**src/rtl/iob_cache_be_arbiter_pkg.sv**
```systemverilog
// Shared cache back-end configuration and arbiter state encodings.
`ifndef IOB_CACHE_BE_ADDR_W
`define IOB_CACHE_BE_ADDR_W 24
`endif
`ifndef IOB_CACHE_BE_DATA_W
`define IOB_CACHE_BE_DATA_W 32
`endif

package iob_cache_be_arbiter_pkg;

  // Who currently owns the back-end port; IDLE is the mandatory gap between grants.
  typedef enum logic [1:0] {
    IDLE     = 2'd0,
    RD_BURST = 2'd1,
    WR_BEAT  = 2'd2
  } arb_state_t;

endpackage

```
**src/rtl/iob_cache_beat_counter.sv**
```systemverilog
// Counts acknowledged beats of a line fill and flags the final beat.
module iob_cache_beat_counter #(
  parameter int unsigned W = 2
) (
  input  logic clk_i,
  input  logic reset_n_i,
  input  logic clear_i,
  input  logic en_i,
  output logic last_o
);

  // A zero-width counter is not legal, so a single-beat line keeps a dummy bit.
  localparam int unsigned CW = (W > 0) ? W : 1;

  logic [CW-1:0] count_q;

  // Beat count: cleared on burst entry, advanced once per routed ack.
  always_ff @(posedge clk_i) begin
    if (!reset_n_i) begin
      count_q <= '0;
    end else if (clear_i) begin
      count_q <= '0;
    end else if (en_i) begin
      count_q <= count_q + CW'(1);
    end
  end

  // With a single beat per line every beat is the last one.
  always_comb begin
    last_o = (W == 0) ? 1'b1 : (count_q == {CW{1'b1}});
  end

endmodule

```
**src/rtl/iob_cache_be_arbiter.sv**
```systemverilog
// Arbitrates the cache read (line fill) and write channels onto one back-end port.
`ifndef IOB_CACHE_BE_ADDR_W
`define IOB_CACHE_BE_ADDR_W 24
`endif
`ifndef IOB_CACHE_BE_DATA_W
`define IOB_CACHE_BE_DATA_W 32
`endif

module iob_cache_be_arbiter
  import iob_cache_be_arbiter_pkg::*;
#(
  parameter int unsigned BE_ADDR_W  = `IOB_CACHE_BE_ADDR_W,
  parameter int unsigned BE_DATA_W  = `IOB_CACHE_BE_DATA_W,
  parameter int unsigned LINE2BE_W  = 2,
  parameter int unsigned MAX_WR_RUN = 4
) (
  input  logic                   clk_i,
  input  logic                   reset_n_i,
  input  logic                   rd_valid_i,
  input  logic [BE_ADDR_W-1:0]   rd_addr_i,
  output logic                   rd_ack_o,
  output logic [BE_DATA_W-1:0]   rd_rdata_o,
  input  logic                   wr_valid_i,
  input  logic [BE_ADDR_W-1:0]   wr_addr_i,
  input  logic [BE_DATA_W-1:0]   wr_wdata_i,
  input  logic [BE_DATA_W/8-1:0] wr_wstrb_i,
  output logic                   wr_ack_o,
  output logic                   be_valid_o,
  output logic [BE_ADDR_W-1:0]   be_addr_o,
  output logic [BE_DATA_W-1:0]   be_wdata_o,
  output logic [BE_DATA_W/8-1:0] be_wstrb_o,
  input  logic [BE_DATA_W-1:0]   be_rdata_i,
  input  logic                   be_ack_i,
  output logic                   busy_o
);

  localparam int unsigned WR_RUN_W = $clog2(MAX_WR_RUN + 1);
  localparam logic [WR_RUN_W-1:0] WR_RUN_MAX = WR_RUN_W'(MAX_WR_RUN);

  arb_state_t          state_q, state_d;
  logic [WR_RUN_W-1:0] wr_run_q, wr_run_d;
  logic                cnt_clear, cnt_en, cnt_last;

  assign rd_rdata_o = be_rdata_i;

  iob_cache_beat_counter #(
    .W (LINE2BE_W)
  ) u_beat_counter (
    .clk_i     (clk_i),
    .reset_n_i (reset_n_i),
    .clear_i   (cnt_clear),
    .en_i      (cnt_en),
    .last_o    (cnt_last)
  );

  // Arbiter state and the write-run fairness counter.
  always_ff @(posedge clk_i) begin
    if (!reset_n_i) begin
      state_q  <= IDLE;
      wr_run_q <= '0;
    end else begin
      state_q  <= state_d;
      wr_run_q <= wr_run_d;
    end
  end

  // Grant decision and routing of the owner's request/ack to the back end.
  always_comb begin
    state_d    = state_q;
    wr_run_d   = wr_run_q;
    cnt_clear  = 1'b0;
    cnt_en     = 1'b0;
    rd_ack_o   = 1'b0;
    wr_ack_o   = 1'b0;
    be_valid_o = 1'b0;
    be_addr_o  = '0;
    be_wdata_o = '0;
    be_wstrb_o = '0;
    busy_o     = (state_q != IDLE);
    case (state_q)
      IDLE: begin
        if (!rd_valid_i) begin
          wr_run_d = '0;
        end
        if (wr_valid_i && (wr_run_q < WR_RUN_MAX)) begin
          state_d = WR_BEAT;
          if (rd_valid_i && (wr_run_q != WR_RUN_MAX)) begin
            wr_run_d = wr_run_q + WR_RUN_W'(1);
          end
        end else if (rd_valid_i) begin
          state_d   = RD_BURST;
          wr_run_d  = '0;
          cnt_clear = 1'b1;
        end
      end
      RD_BURST: begin
        be_valid_o = rd_valid_i;
        be_addr_o  = rd_addr_i;
        if (rd_valid_i && be_ack_i) begin
          rd_ack_o = 1'b1;
          cnt_en   = 1'b1;
          if (cnt_last) begin
            state_d = IDLE;
          end
        end
      end
      WR_BEAT: begin
        be_valid_o = wr_valid_i;
        be_addr_o  = wr_addr_i;
        be_wdata_o = wr_wdata_i;
        be_wstrb_o = wr_wstrb_i;
        if (wr_valid_i && be_ack_i) begin
          wr_ack_o = 1'b1;
          state_d  = IDLE;
        end
      end
      default: begin
        state_d = IDLE;
      end
    endcase
  end

endmodule

```
**config.mk**
```make
export PLATFORM = sky130hd
export DESIGN_NAME = iob_cache_be_arbiter
export DESIGN_NICKNAME = d
export VERILOG_FILES = /design/src/rtl/iob_cache_be_arbiter_pkg.sv /design/src/rtl/iob_cache_beat_counter.sv /design/src/rtl/iob_cache_be_arbiter.sv
export SDC_FILE = /design/constraint.sdc
export NUM_CORES = 1
export LEC_CHECK = 0
export CAP_MARGIN = 10
export CELL_PAD_IN_SITES_DETAIL_PLACEMENT = 0
export CELL_PAD_IN_SITES_GLOBAL_PLACEMENT = 1
export CORE_ASPECT_RATIO = 0.75
export CORE_MARGIN = 2
export CORE_UTILIZATION = 12
export DETAILED_ROUTE_END_ITERATION = 7
export GPL_TIMING_DRIVEN = 0
export PLACE_DENSITY_LB_ADDON = 0.1
export SLEW_MARGIN = 10
export SYNTH_ARGS = -nofsm -noshare
export SYNTH_HDL_FRONTEND = slang
export SYNTH_SLANG_ARGS = --single-unit
```
**constraint.sdc**
```tcl
create_clock -name clk_i -period 2.05 [get_ports clk_i]
set_input_delay 0.205 -clock clk_i [delete_from_list [all_inputs] [get_ports clk_i]]
set_output_delay 0.205 -clock clk_i [all_outputs]
set_load 0.1 [all_outputs]
```
==> reports/metrics.csv <==
metric,value,unit
synth-async-reset-ratio,0,%
netlist_area,1290,µm²
cts_buffers,3,
yosysMostFrequentCell,and2_1,
core-area,10400,µm²
post_drt_wl_per_cell,13.1,µm
startpoint_type,register,
cp-end-kind,output pin,
crit_required,1.85,ns
hold_viol,0,
setup_slack,0.104,ns
whs_path_depth,2,
ff2ff_setup_slack,0.29,ns
cp_max_fo,10,
cts_tree,yes,
h-tree-depth,1,
synth-main-ff-cell,dfxtp_1,
r2r_cells,6,
yosysTopAreaCellShare,18.6,%
fin_util,35.3,%
io_pins,217,
max-vdd-ir-drop,0.269,mV
diodes,0,
syn_to_final_growth,184,%
crit_slowest_cell,dfxtp_2,
hold_path.startpoint,wr_run_q[2]$_SDFFE_PN0P_,
setup_violations,0,
antenna_left,0,
die_height,93.7,µm
fin_skew,0.00177,ns
reg2reg_from,state_q[1]$_SDFFE_PN0P_,
grt_usage,9.84,%
insertion_delay,0.23,ns
clkTransAtPathRegs,0.04,ns
cts_buffer_depth,2,
cts.sinks,7,
finalNetCount,498,
synthTopCellsByCount,"and2_1, buf_4, a22oi_1, nor2b_1, clkbuf_1",
dieArea,11600,µm²
leakagePower,1.49,nW
synth_fp_nets,310,
synth_edf_count,0,
overflow,0,
timing_worst_slew_pin_value,0.975,ns
grt_max_degree,11,
start_util,12.4,%
whs_endpoint,wr_run_q[2]$_SDFFE_PN0P_,
drc,0,
worstPathArrival,1.74,ns
antenna_found_initial,0,
maxSlewViolCount,0,
avgSynthCellArea,7.12,µm²
hpwl,5580,µm
synth_top_area_cell,buf_4,
rr_endpoint,state_q[1]$_SDFFE_PN0P_,
grt_pass1_wl,9180,µm
finalWeightedCongestion,0.701,
via_per_inst,3.77,
synth_seq_cells,7,
dieWidth,124,µm
route.vias.total,1898,
relSlewSlack,34.8,%
power_density,944,nW/µm²
finalCritPeriodShare,94.9,%
hp-class,register to register,
pre_cts_ws,-1.17,ns
grt_pass1_vias,1836,
crit_type,register to output pin,
crit_path_max_incr_delay,0.38,ns
seq_area_frac_synth,10.9,%
io_buffers,184,
drv_cap,0,
fill_cells,1102,
drive_gt1_share,44.0,%
first_pass_iters,4,
yosysWarnings,0,
syn_inst,181,
root_buffer,clkbuf_16,
routed_wl,6610,µm
yosysUniqueCellTypes,24,
path_cells,"inv_1, ha_1, clkbuf_4, buf_8, a22oi_1, nor2b_2, buf_12",
synth_area_leaders,"buf_4, and2_1, a22oi_1",
status,"complete, no violations",
dr.first_iter.drc_count,42,
fin_crit,1.95,ns
rows,32,
timing.fmax,514,MHz
[stage by stage]
| stage | area, µm² | hold slack (ns) | setup TNS, ns | std cells | power (mW) |
|---|---|---|---|---|---|
| 6_report | 3660 | 0.484 | 0 | 504 | 3.45 |
| 3_5_place_dp | 3470 | 0.480 | -48.18 | 501 | 3.01 |
| 4_1_cts | 3480 | 0.485 | -0.435 | 504 | 3.36 |
| 3_3_place_gp | 3470 | 0.470 | -46.77 | 501 | 3.01 |
| 2_1_floorplan | 1450 | 0.355 | -0.174 | 181 | 2.31 |
| 5_1_grt | 3660 | 0.503 | -0.00174 | 504 | 3.61 |
[logic make-up after synthesis]
family / after synthesis / share of synthesized area, %
flip-flops: 7 / 10.9
AO/OA/AOI/OAI: 34 / 18.6
adder cells (fa/ha/maj): 8 / 7.77
buffers and inverters: 53 / 24.9
multiplexers: 2 / 1.55
XOR/XNOR: 1 / 0.680
AND/OR/NAND/NOR: 76 / 35.6
[cell usage in the layout, fill, tap and decap left out, types with 6 or more instances in the layout]
| cell | count |
|---|---|
| clkdlybuf4s50_1 | 120 |
| buf_4 | 67 |
| and2_1 | 36 |
| buf_6 | 21 |
| nor2b_4 | 20 |
| a22oi_2 | 19 |
| inv_1 | 8 |
| clkdlybuf4s15_2 | 7 |
| a22oi_1 | 6 |
| dfxtp_1 | 6 |
[routing by layer]
metal | global-route usage [%] | routed length (µm) | up-vias
li1 | - | - | 939
met1 | 11.0 | 2450 | 838
met2 | 18.8 | 3280 | 119
met3 | 3.03 | 869 | 2
met4 | 0.852 | 13 | 0
met5 | 0 | 0 | -
[how the worst max path moves through the flow]
stage                             from       endpoint  slack (ns)
3_3_place_gp   state_q[0]$_SDFFE_PN0P_  be_addr_o[18]       -1.15
3_5_place_dp   state_q[0]$_SDFFE_PN0P_  be_addr_o[16]       -1.17
2_1_floorplan  state_q[0]$_SDFFE_PN0P_   be_addr_o[0]       -0.17
5_1_grt        state_q[1]$_SDFFE_PN0P_   be_addr_o[0]      -0.002
4_1_cts        state_q[1]$_SDFFE_PN0P_  be_addr_o[21]       -0.05
6_report       state_q[1]$_SDFFE_PN0P_   be_addr_o[0]        0.10
[timing repair]
action	CTS	global route
buffers inserted	0	0
hold buffers	0	0
resized for setup	385	50
setup endpoints to repair	64	53
[registers in the layout, summed over array words and instances, names as in the netlist]
signal / count
u_beat_counter.count_q: 2
state_q: 2
wr_run_q: 3
[final cells by class]
type / instances / area (µm²) / area share, %
inverters: 9 / 33.8 / 0.924
flip-flops and latches: 7 / 141 / 3.87
clock buffers: 4 / 78.8 / 2.16
plain buffers: 43 / 324 / 8.86
repair buffers: 184 / 1790 / 49.0
multi-input cells: 121 / 1110 / 30.5
well taps: 136 / 170 / 4.65
[worst max-delay path: cells and delay by family (launching register included)]
| family | cells | cell delay, ns |
|---|---|---|
| compound gates | 1 | 0.21 |
| fa+ha+maj | 1 | 0.19 |
| simple gates | 1 | 0.09 |
| buf+inv | 4 | 0.64 |
| flops | 1 | 0.38 |
[where the power goes]
group	internal (mW)	leakage, nW	switching, mW	total (mW)
Combinational	0.944	1.39	2.01	2.95
Sequential	0.152	0.0572	0.0181	0.170
Clock	0.258	0.0382	0.0707	0.329
Total	1.36	1.49	2.10	3.45
(Power assumes the default switching activity.)
